## config.mk

```make
export PLATFORM = sky130hd
export DESIGN_NAME = axil_master_ctrl
export DESIGN_NICKNAME = d
export VERILOG_FILES = /design/src/rtl/axil_master_ctrl.sv
export SDC_FILE = /design/constraint.sdc
export NUM_CORES = 1
export LEC_CHECK = 0
export ABC_AREA = 1
export CAP_MARGIN = 20
export CORE_MARGIN = 2
export CORE_UTILIZATION = 25
export CTS_BUF_LIST = sky130_fd_sc_hd__clkbuf_4 sky130_fd_sc_hd__clkbuf_8 sky130_fd_sc_hd__clkbuf_16
export CTS_CLUSTER_SIZE = 40
export DETAILED_ROUTE_END_ITERATION = 10
export HOLD_SLACK_MARGIN = 0.15
export PLACE_DENSITY = 0.55
export SYNTH_ARGS = -nofsm -noshare
export SYNTH_HDL_FRONTEND = slang
export SYNTH_SLANG_ARGS = --single-unit
```

## constraint.sdc

```tcl
create_clock -name M_AXI_ACLK -period 1.7 [get_ports M_AXI_ACLK]
set_input_delay 0.34 -clock M_AXI_ACLK [delete_from_list [all_inputs] [get_ports M_AXI_ACLK]]
set_output_delay 0.34 -clock M_AXI_ACLK [all_outputs]
set_load 0.05 [all_outputs]
```

## src/rtl/axil_master_ctrl.sv

```systemverilog
// AXI4-Lite master: one register command at a time in, one held response out.
// Optional wait-state abort enabled by defining AXIL_MST_TIMEOUT_EN.
module axil_master_ctrl #(
    parameter int ADDR_W         = 32,
    parameter int TIMEOUT_CYCLES = 1024
) (
    input  logic              M_AXI_ACLK,
    input  logic              M_AXI_ARESETN,
    input  logic              cmd_valid,
    output logic              cmd_ready,
    input  logic              cmd_write,
    input  logic [ADDR_W-1:0] cmd_addr,
    input  logic [31:0]       cmd_wdata,
    input  logic [3:0]        cmd_wstrb,
    output logic              rsp_valid,
    input  logic              rsp_ready,
    output logic [31:0]       rsp_rdata,
    output logic [1:0]        rsp_resp,
    output logic              rsp_timeout,
    output logic [ADDR_W-1:0] M_AXI_AWADDR,
    output logic              M_AXI_AWVALID,
    input  logic              M_AXI_AWREADY,
    output logic [31:0]       M_AXI_WDATA,
    output logic [3:0]        M_AXI_WSTRB,
    output logic              M_AXI_WVALID,
    input  logic              M_AXI_WREADY,
    input  logic [1:0]        M_AXI_BRESP,
    input  logic              M_AXI_BVALID,
    output logic              M_AXI_BREADY,
    output logic [ADDR_W-1:0] M_AXI_ARADDR,
    output logic              M_AXI_ARVALID,
    input  logic              M_AXI_ARREADY,
    input  logic [31:0]       M_AXI_RDATA,
    input  logic [1:0]        M_AXI_RRESP,
    input  logic              M_AXI_RVALID,
    output logic              M_AXI_RREADY
);

    typedef enum logic [2:0] {S_IDLE, S_WREQ, S_WRESP, S_RREQ, S_RDATA, S_RSP} state_t;

    state_t            state, state_nxt;
    logic [ADDR_W-1:0] addr_q;
    logic [31:0]       wdata_q;
    logic [3:0]        wstrb_q;
    logic              aw_done, w_done;
    logic              cmd_fire, aw_hs, w_hs, wr_req_done;
    logic              tmo, abort;

    assign cmd_fire    = cmd_valid & (state == S_IDLE);
    assign aw_hs       = M_AXI_AWVALID & M_AXI_AWREADY;
    assign w_hs        = M_AXI_WVALID & M_AXI_WREADY;
    assign wr_req_done = (aw_done | aw_hs) & (w_done | w_hs);

`ifdef AXIL_MST_TIMEOUT_EN
    logic [15:0] wait_cnt;
    logic        waiting;
    logic        timeout_q;

    assign waiting = (state == S_WREQ) | (state == S_WRESP) | (state == S_RREQ) | (state == S_RDATA);
    assign tmo     = waiting & (wait_cnt == 16'(TIMEOUT_CYCLES - 1));

    always_ff @(posedge M_AXI_ACLK or negedge M_AXI_ARESETN) begin
        if (!M_AXI_ARESETN)  wait_cnt <= '0;
        else if (cmd_fire)   wait_cnt <= '0;
        else if (waiting)    wait_cnt <= wait_cnt + 16'd1;
    end

    always_ff @(posedge M_AXI_ACLK or negedge M_AXI_ARESETN) begin
        if (!M_AXI_ARESETN) timeout_q <= 1'b0;
        else if (cmd_fire)  timeout_q <= 1'b0;
        else if (abort)     timeout_q <= 1'b1;
    end
    assign rsp_timeout = timeout_q;
`else
    assign tmo         = 1'b0;
    assign rsp_timeout = 1'b0;
`endif

    // A handshake completing in the limit cycle wins over the abort.
    assign abort = tmo & (((state == S_WREQ)  & ~wr_req_done)   |
                          ((state == S_WRESP) & ~M_AXI_BVALID)  |
                          ((state == S_RREQ)  & ~M_AXI_ARREADY) |
                          ((state == S_RDATA) & ~M_AXI_RVALID));

    always_ff @(posedge M_AXI_ACLK or negedge M_AXI_ARESETN) begin
        if (!M_AXI_ARESETN) state <= S_IDLE;
        else                state <= state_nxt;
    end

    always_comb begin
        state_nxt = state;
        case (state)
            S_IDLE:  if (cmd_fire) state_nxt = cmd_write ? S_WREQ : S_RREQ;
            S_WREQ:  if (abort) state_nxt = S_RSP; else if (wr_req_done) state_nxt = S_WRESP;
            S_WRESP: if (abort || M_AXI_BVALID) state_nxt = S_RSP;
            S_RREQ:  if (abort) state_nxt = S_RSP; else if (M_AXI_ARREADY) state_nxt = S_RDATA;
            S_RDATA: if (abort || M_AXI_RVALID) state_nxt = S_RSP;
            S_RSP:   if (rsp_ready) state_nxt = S_IDLE;
            default: state_nxt = S_IDLE;
        endcase
    end

    always_comb begin
        cmd_ready     = 1'b0;
        rsp_valid     = 1'b0;
        M_AXI_AWVALID = 1'b0;
        M_AXI_WVALID  = 1'b0;
        M_AXI_BREADY  = 1'b0;
        M_AXI_ARVALID = 1'b0;
        M_AXI_RREADY  = 1'b0;
        case (state)
            S_IDLE:  cmd_ready     = 1'b1;
            S_WREQ:  begin
                M_AXI_AWVALID = ~aw_done;
                M_AXI_WVALID  = ~w_done;
            end
            S_WRESP: M_AXI_BREADY  = 1'b1;
            S_RREQ:  M_AXI_ARVALID = 1'b1;
            S_RDATA: M_AXI_RREADY  = 1'b1;
            S_RSP:   rsp_valid     = 1'b1;
            default: ;
        endcase
    end

    // Payload registers only load on accept, so they stay put while any VALID is up.
    always_ff @(posedge M_AXI_ACLK or negedge M_AXI_ARESETN) begin
        if (!M_AXI_ARESETN) begin
            addr_q    <= '0;
            wdata_q   <= '0;
            wstrb_q   <= '0;
            aw_done   <= 1'b0;
            w_done    <= 1'b0;
            rsp_rdata <= '0;
            rsp_resp  <= '0;
        end else if (abort) begin
            rsp_rdata <= '0;
            rsp_resp  <= 2'b10;
        end else begin
            case (state)
                S_IDLE: if (cmd_fire) begin
                    addr_q  <= cmd_addr & ~ADDR_W'(3);
                    wdata_q <= cmd_wdata;
                    wstrb_q <= cmd_wstrb;
                    aw_done <= 1'b0;
                    w_done  <= 1'b0;
                end
                S_WREQ: begin
                    if (aw_hs) aw_done <= 1'b1;
                    if (w_hs)  w_done  <= 1'b1;
                end
                S_WRESP: if (M_AXI_BVALID) begin
                    rsp_rdata <= '0;
                    rsp_resp  <= M_AXI_BRESP;
                end
                S_RDATA: if (M_AXI_RVALID) begin
                    rsp_rdata <= M_AXI_RDATA;
                    rsp_resp  <= M_AXI_RRESP;
                end
                default: ;
            endcase
        end
    end

    assign M_AXI_AWADDR = addr_q;
    assign M_AXI_ARADDR = addr_q;
    assign M_AXI_WDATA  = wdata_q;
    assign M_AXI_WSTRB  = wstrb_q;

endmodule

```

## After elaboration in Yosys (flattened, before gate mapping)

Cells that the tools add are included.

| storage, ports and cells | value |
|---|---|
| flip-flop bits (word level) | 105 |
| input bits | 114 |
| output and inout bits | 142 |

| operators by class | value |
|---|---|
| eq/ne operators | 13 |
| muxes and demuxes | 26 |
| bitwise gates (word level) | 8 |
| reduce and logical (&&, ||, !) cells | 8 |

Operators by type and width:

| kind | number |
|---|---|
| 2-to-1 mux 32 bit | 2 |
| one-hot mux 32 bit (2 select lines) | 1 |
| 2-to-1 mux 3 bit | 6 |
| one-hot mux 3 bit (6 select lines) | 1 |
| inequality test 2 bit (second input constant) | 8 |
| 2-to-1 mux 1 bit | 10 |
| AND reduction 3 bit | 3 |
| equality test 3 x 2 -> 1 bit (second input constant) | 2 |
| equality test 3 bit (second input constant) | 2 |
| 2-to-1 mux 2 bit | 3 |
| AND reduction 6 bit | 1 |
| AND 1 bit | 4 |
| one-hot mux 1 bit (2 select lines) | 2 |
| one-hot mux 2 bit (2 select lines) | 1 |
| nonzero test 2 bit | 2 |
| equality test 3 x 1 -> 1 bit (second input constant) | 1 |
| zero test 3 bit | 1 |
| inverter 1 bit | 2 |
| OR 1 bit | 2 |
| AND reduction 2 bit | 1 |

## Logic depth before layout (Yosys ltp)

Gate-level depths: netlist (run 1).

| depth | value |
|---|---|
| word-level depth | 7 |
| depth in mapped cells | 10 |

## Worst setup path after synthesis (run 1)

OpenSTA, ideal clock, no wires.

| timing | value |
|---|---|
| path type | register to output |
| start point | register state[2] |
| end point | output port M_AXI_AWVALID |
| data arrival time | 1.383 ns |
| data required time | 1.360 ns |
| path slack | -0.023 ns |
| stages on the path, launching flop included | 4 |
| buffers on the path | 0 |
| path through | dfrtp_1 inv_2 nand3_1 nor2_1 |

| on the way | value |
|---|---|
| longest elaborated chain between the ends | 2 |

Ends and longest elaborated chain:

| element | RTL line | source |
|---|---|---|
| start: declaration | 41 | `state_t state, state_nxt;` |
| start signal: assignment | 87 | `else state <= state_nxt;` |
| equality test 3 x 1 -> 1 bit | 111 | `case (state)` |
| 2-to-1 mux 1 bit | 111 |  |
| end: declaration | 21 | `output logic M_AXI_AWVALID,` |

No other way between the ends.

## Worst setup path after layout (run 1)

| timing | value |
|---|---|
| start point | register state[1] |
| end point | output port M_AXI_AWVALID |

The elaborated chain is that of the path after synthesis.

==> results.md, run 1 <==
* Switching portion of total power at 54.2%
* Overflow left after global routing at 0
* Pwr Density at about 2300 nW/um2
* Netlist area before placement at 4910 um2
* Setup skew after layout at 11.2 ps
* Largest area contributor in the synthesized netlist: dfrtp_1
* Wire length per cell after detailed routing at between 10 and 15 um
* Total global routing track utilization at a little over an eighth
* Final hold viol count at 0
* Maxcap violations at 0
* Total wire length after detailed routing at 13,800 um
* Sequential share of power at roughly a quarter
* IO Count at 256
* Post-Place Cells at 1,018
* Initial core utilization at ~25%
* Largest net degree at the start of global routing at 56
* Internal cell power at 8.19 mW
* Detailed Route Iter0 Violations at 135
* CTS tree: yes
* Bufs on Longest Clock Path at 2
* Final setup vio count at 0
* Non-filler instance count after layout at 1,038
* Synthesized netlist cell count at 543
* Cell-by-cell listing of the critical path: inv_2 > nand3_4 > nor2_4 > buf_12
* Routability-driven placement congestion ratio at roughly 0.73
* Core Region at 19,300 um2
* Width of the die at 144 um
* Endpoint kind of the worst setup timing path: output pin
* Leak pwr at about 4.0 nW
* Clock network fraction of design power at 11.0%
* Top achievable clock speed at 0.592 GHz
* Final total power at 17.9 mW
* Pins over their slew limit at 0
* Inserted Clock Buffers at 9
* Vert. Die Dim at 144 um
* Longest individual stage delay on the worst path at 430 ps
* Number of filler cells placed in the layout at 2,017
* Startpoint types: flop
* I/O Buffers at 248
* Switch Pwr at 9.71 mW
* Post-route DRC violation count at 0
* Number of nets in the finished design at around 880
* Yosys warnings at 0
* Half-perimeter wire length after placement at 10,100 um
* Mean cell area of the mapped netlist at 9.04 um2
* Max rail drop VDD at 1.21 mV
* Number of global-route vias before repair at 4,040
* Share of the clock period used by the worst path after layout at 99.4%
* Maximum level of the CTS H-tree at 3
* Status: complete, no violations
* Standard-cell row count at 51
* Number of detailed-route iterations in the first pass at 4
* Top cell type's share of synthesized area at 53.5%
* First-pass GRT wire length at 21,100 um
* Sequential cell area fraction in the yosys report at a little over half
* Vias post-DR at 4,101
* Worst hold path type: primary input to async pin
* Endpoint arrival time on the critical path at 1350 ps
* Overall die area at 20,800 um2
* Area growth, synth to finish at 55.5%
* Type of the worst setup path: flop to output pin
* Number of antenna diodes at 0
* Crit-path leading delay family: flip-flops
* Routed via count divided by cell count at between 3 and 4
* Remaining antenna violation count after routing at 0
* Clock slew seen by the registers of the worst setup and hold paths at roughly 70 ps
* Cell types with the largest area share after synthesis: dfrtp_1, nand2_1, nand2_4
* Final critical delay including setup and external delays at between 1500 and 2000 ps
* Sinks on the clock net at 105
* Antenna violations before repair at 0
* Root cell of the clock tree: clkbuf_16
* Cell type of the slowest stage on the worst timing path: dfrtp_1
* Clock latency on the worst-skew pair at 350 ps
* Sum of buffers and inverters on the critical path at 2
* Synth Register Bits at about 110
* Unrepaired setup endpoints after global routing: yes
* Ratio of cells with drive above 1 in the final layout at about a third
* Count of unique library cells instantiated by Yosys at 19
* Required @ worst endpoint at about 1400 ps
* Crit Path Max Fanout at 6
* Combinational fraction of design power at around 64%
==> placed cells by master (no fill, tap or decap), types with 2 or more instances in the layout <==
master           instances
nand2_1                230
buf_4                  143
clkdlybuf4s50_1        110
dfrtp_1                103
nand3_1                 40
nand2_2                 33
nand2_4                 32
buf_12                  15
inv_1                   10
nor2_1                  10
clkbuf_16                9
inv_2                    8
nor2_4                   6
conb_1                   5
inv_6                    3
clkinvlp_4               3
inv_4                    2
a211oi_1                 2
dfrtp_2                  2
==> sequential cells by signal, indices dropped and copies added, names as in the netlist <==
signal,flops
w_done,1
rsp_resp,2
rsp_rdata,32
M_AXI_WSTRB,4
state,3
M_AXI_ARADDR,30
M_AXI_WDATA,32
aw_done,1
==> cell usage after synthesis <==
library cell	n
nand2_2	35
inv_1	14
buf_4	41
inv_4	1
inv_2	6
dfrtp_1	105
nor2_1	12
nand3b_1	1
buf_1	2
nand2_4	30
o21ai_0	1
buf_6	1
nor2_4	4
nand2_1	230
conb_1	1
nand3_1	42
buf_12	3
a211oi_1	2
buf_2	12
==> area by class of cell <==
| cell class | instances | area [um2] | area share [%] |
|---|---|---|---|
| timing repair buffer | 270 | 2500 | 32.7 |
| inverter | 21 | 88.8 | 1.16 |
| sequential | 105 | 2630 | 34.5 |
| clock buffer | 10 | 233 | 3.05 |
| clock inverter | 5 | 40.0 | 0.525 |
| tap | 265 | 332 | 4.35 |
| multi-input combinational | 362 | 1810 | 23.7 |
==> power by group through the flow <==
| stage | logic [mW] | registers (mW) | clock network, mW |
|---|---|---|---|
| 2_1_floorplan | 4.77 | 7.89 | 0 |
| 3_3_place_gp | 11.4 | 4.45 | 0 |
| 3_5_place_dp | 11.5 | 4.45 | 0 |
| 4_1_cts | 11.5 | 4.45 | 2.08 |
| 5_1_grt | 12.2 | 4.59 | 2.16 |
| 6_report | 11.5 | 4.44 | 1.97 |
==> cells by family (layout without fill, tap and decap cells) <==
group | count (synthesis) | count (layout) | share of synthesized area [%]
simple gates | 354 | 354 | 35.2
flops | 105 | 105 | 53.5
buf+inv | 80 | 306 | 10.8
compound gates | 3 | 3 | 0.408
other cells | 1 | 5 | 0.0764
==> final timing paths <==
kind                                  from         endpoint  slack [ps]  cells past startpoint
max reg2reg                       state[0]    rsp_rdata[30]         180                     10
min in group M_AXI_ACLK    M_AXI_WDATA[12]  M_AXI_WDATA[12]         470                      2
max                               state[1]    M_AXI_AWVALID          10                      4
min reg2reg                M_AXI_WDATA[12]  M_AXI_WDATA[12]         470                      2
min                          M_AXI_ARESETN    rsp_rdata[31]         460                      2
max in group asynchronous    M_AXI_ARESETN    rsp_rdata[26]         640                      3
==> stage by stage <==
step           setup WS [ps]  area (um2)  TNS (ps)  hold WS [ps]  util, %
2_1_floorplan          -23.1        4920     -46.3          44.4        -
3_3_place_gp            76.8        7260         0           297     37.5
3_5_place_dp            65.3        7260         0           303     37.5
4_1_cts                -8.25        7600     -12.7           466     39.3
5_1_grt                -48.2        7630      -150           489     39.5
6_report                9.69        7630         0           465     39.5
==> layer usage <==
metal  global-route usage [%]  vias to the layer above  share of wire (%)
li1                         -                     2061                  -
met1                     15.6                     1886                 42
met2                     23.0                      139                 50
met3                     3.11                       15                6.9
met4                     4.90                        0                1.8
met5                        0                        -                  0
==> worst register-to-register path, cell delays in order (launching register included) <==
cell     delay, ps
dfrtp_2        460
buf_4          180
inv_1           80
nand2_2         70
nand2_2         60
inv_2           50
nor2_4         140
inv_4           70
buf_12         170
nand2_1         80
nand2_1         60
==> timing repair <==
action,in CTS,in global routing
hold buffers,1,0
buffers inserted,2,2
gates resized for setup,14,5
hold endpoints to repair,25,0
setup endpoints to repair,5,7
pin swaps,2,3
No activity file was read; power rests on OpenSTA's default activity.
==> inputs of run 2 (changes only) <==
- GPL_ROUTABILITY_DRIVEN: not set -> 1
- PLACE_DENSITY: 0.55 -> 0.58
- RECOVER_POWER: not set -> 100
==> run 2 against run 1 <==
Effect of this change: via count grew 1.4%; combinational power shrank 9%; worst setup slack gained 7.8 ps; final cell count grew 0.87%; flip-flop and latch count is the same; critical path depth is the same; hold slack gained 6.9 ps; critical endpoint unchanged; largest cell class unchanged.
==> results.md, run 2 (synthesized netlist as in run 1, its figures left out) <==
* Status: complete, no violations (unchanged)
* Clock latency on the worst-skew pair at 350 ps (about the same)
* Final critical delay including setup and external delays at 1680 ps (was 1690 ps)
* Post-route DRC violation count at 0 (unchanged)
* Clock slew seen by the registers of the worst setup and hold paths at 70 ps (about the same)
* Routability-driven placement congestion ratio at 0.815 (was 0.735)
* Ratio of cells with drive above 1 in the final layout at 32.4% (was 33.6%)
* Remaining antenna violation count after routing at 0 (unchanged)
* Routed via count divided by cell count at 3.97 (was 3.95)
* Final setup vio count at 0 (unchanged)
* Final critical-path setup slack at 17.5 ps (was 9.69 ps)
* CTS tree: yes (unchanged)
* DR WL met3 at 926 um (was 946 um)
* Leak pwr at 3.88 nW (was 3.97 nW)
* Number of antenna diodes at 0 (unchanged)
* Largest net degree at the start of global routing at 67 (was 56)
* I/O Buffers at 248 (unchanged)
* Area growth, synth to finish at 48.3% (was 55.5%)
* Width of the die at 144 um (unchanged)
* Sum of negative setup slack at 0 ps (unchanged)
* Endpoint kind of the worst setup timing path: output pin (unchanged)
* Antenna violations before repair at 0 (unchanged)
* Initial core utilization at 25.4% (unchanged)
* Pwr Density at 2360 nW/um2 (was 2350 nW/um2)
* Endpoint arrival time on the critical path at 1340 ps (was 1350 ps)
* Share of the clock period used by the worst path after layout at 99.0% (was 99.4%)
* Overflow left after global routing at 0 (unchanged)
* Actual slew at the worst max-slew pin at 821 ps
* Maximum level of the CTS H-tree at 3 (unchanged)
* Startpoint of the tightest hold check path: M_AXI_WDATA[20]
* Most frequent standard cell in the layout excluding fill and tap cells: nand2_1 (unchanged)
* Pins over their slew limit at 0 (unchanged)
* Required @ worst endpoint at 1360 ps (about the same)
* Vert. Die Dim at 144 um (unchanged)
* Startpoint of the most critical register-to-register path: state[1] (was state[0])
* Crit Path Max Fanout at 4 (was 6)
* Top achievable clock speed at 0.594 GHz (was 0.592 GHz)
* Worst hold path type: flop to flop (was primary input to async pin)
* Bufs on Longest Clock Path at 2 (unchanged)
* Number of nets in the finished design at 892 (was 883)
* Number of global-route vias before repair at 3,960 (was 4,040)
* First-pass GRT wire length at 21,200 um (was 21,100 um)
* Detailed Route Iter0 Violations at 214 (was 135)
* Total wire length after detailed routing at 14,100 um (was 13,800 um)
* Post-Place Cells at 1,016 (was 1,018)
* FF-to-FF setup slack at 90 ps (was 180 ps)
* Final total power at 17.1 mW (was 17.9 mW)
* Type of the worst setup path: flop to output pin (unchanged)
* Unrepaired setup endpoints after global routing: yes (unchanged)
* Core Region at 19,300 um2 (unchanged)
* Total global routing track utilization at 13.4% (was 13.1%)
* Setup Slack @ Placement at 58.1 ps (was 65.3 ps)
* Cell-by-cell listing of the critical path: inv_2 > nand3_4 > nor2_4 > buf_12 (unchanged)
* Startpoint types: flop (unchanged)
* Length of routed met2 wiring at 6930 um (was 6820 um)
* Overall die area at 20,800 um2 (unchanged)
* Sinks on the clock net at 105 (unchanged)
* Number of detailed-route iterations in the first pass at 5 (was 4)
* Max rail drop VDD at 0.919 mV (was 1.21 mV)
* Longest individual stage delay on the worst path at 440 ps (was 430 ps)
* IO Count at 256 (unchanged)
* Half-perimeter wire length after placement at 10,100 um (about the same)
* Number of filler cells placed in the layout at 2,033 (was 2,017)
* Met1 wire length at 5810 um (was 5740 um)
* Wire length per cell after detailed routing at 13.4 um (was 13.3 um)
* Vias post-DR at 4,159 (was 4,101)
* Final hold viol count at 0 (unchanged)
* DR top layer: met4 (unchanged)
* Root cell of the clock tree: clkbuf_16 (unchanged)
* Non-filler instance count after layout at 1,047 (was 1,038)
* Setup skew after layout at 6.72 ps (was 11.2 ps)
* Cell type of the slowest stage on the worst timing path: dfrtp_1 (unchanged)
* Max-slew headroom at between 40% and 50%
* First element of the critical path: state[1] (unchanged)
* Standard-cell row count at 51 (unchanged)
* Inserted Clock Buffers at 9 (unchanged)
* Maxcap violations at 0 (unchanged)
* Most frequent cells in the layout: nand2_1, clkbuf_2, clkdlybuf4s50_1, dfrtp_1, nand3_1 (was nand2_1, buf_4, clkdlybuf4s50_1, dfrtp_1, nand3_1)
run 2: cell types whose count changed in the layout (fill, tap and decap cells not counted), sizes merged:
cell / before / now
clkbuf: 10 / 143
bufinv: 0 / 2
inv: 23 / 21
clkinvlp: 3 / 2
buf: 159 / 35
clkinv: 0 / 1
run 2: through the flow:
step                hold slack (ps)  util [%]  area (um2)
global route                    489      37.6        7280
floorplan                      44.4         -        4920
global placement                312      37.4        7230
finish                          472      37.6        7280
detailed placement              323      37.4        7230
CTS                             478      39.6        7660
run 2: timing repair:
action                                  in CTS  in global routing
endpoints found under the setup margin       5                  7
pin swaps                                    2                  4
resized for setup                           12                  8
buffers inserted                             8                  7
endpoints found under the hold margin       25                  0
hold buffers                                 1                  0
run 2: final timing paths:
check                                  end  cells after the start
hold reg to reg            M_AXI_WDATA[20]                      2
hold / removal             M_AXI_WDATA[20]                      2
min in group asynchronous     rsp_rdata[3]                      2
setup reg to reg             rsp_rdata[14]                      9
max in group asynchronous    rsp_rdata[22]                      3
setup / recovery             M_AXI_AWVALID                      4
run 2: final cells by class:
cell class | count | area [um2] | area share, %
flip-flops and latches | 105 | 2630 | 36.1
clock inverters | 5 | 80.1 | 1.10
well taps | 265 | 332 | 4.56
clock buffers | 10 | 239 | 3.28
multi-input cells | 362 | 1730 | 23.8
inverters | 21 | 93.8 | 1.29
repair buffers | 279 | 2170 | 29.9
run 2: power breakdown:
group / internal [mW] / switching (mW) / leakage, nW / total [mW]
sequential: 3.59 / 0.800 / 1.33 / 4.39
clock: 1.32 / 0.958 / 0.151 / 2.28
combinational: 2.67 / 7.81 / 2.40 / 10.5
total: 7.58 / 9.56 / 3.88 / 17.1
run 2: metal layers:
metal,vias to the layer above,global-route usage [%]
met5,-,0
met4,0,6.24
met3,25,3.31
met2,146,22.9
met1,1912,15.7
li1,2076,-
run 2: worst max-delay path, delay by kind of cell (launching register included):
| kind | cells | cell delay (ps) |
|---|---|---|
| AND/OR/NAND/NOR | 2 | 250 |
| buffers and inverters | 2 | 290 |
| flip-flops | 1 | 440 |
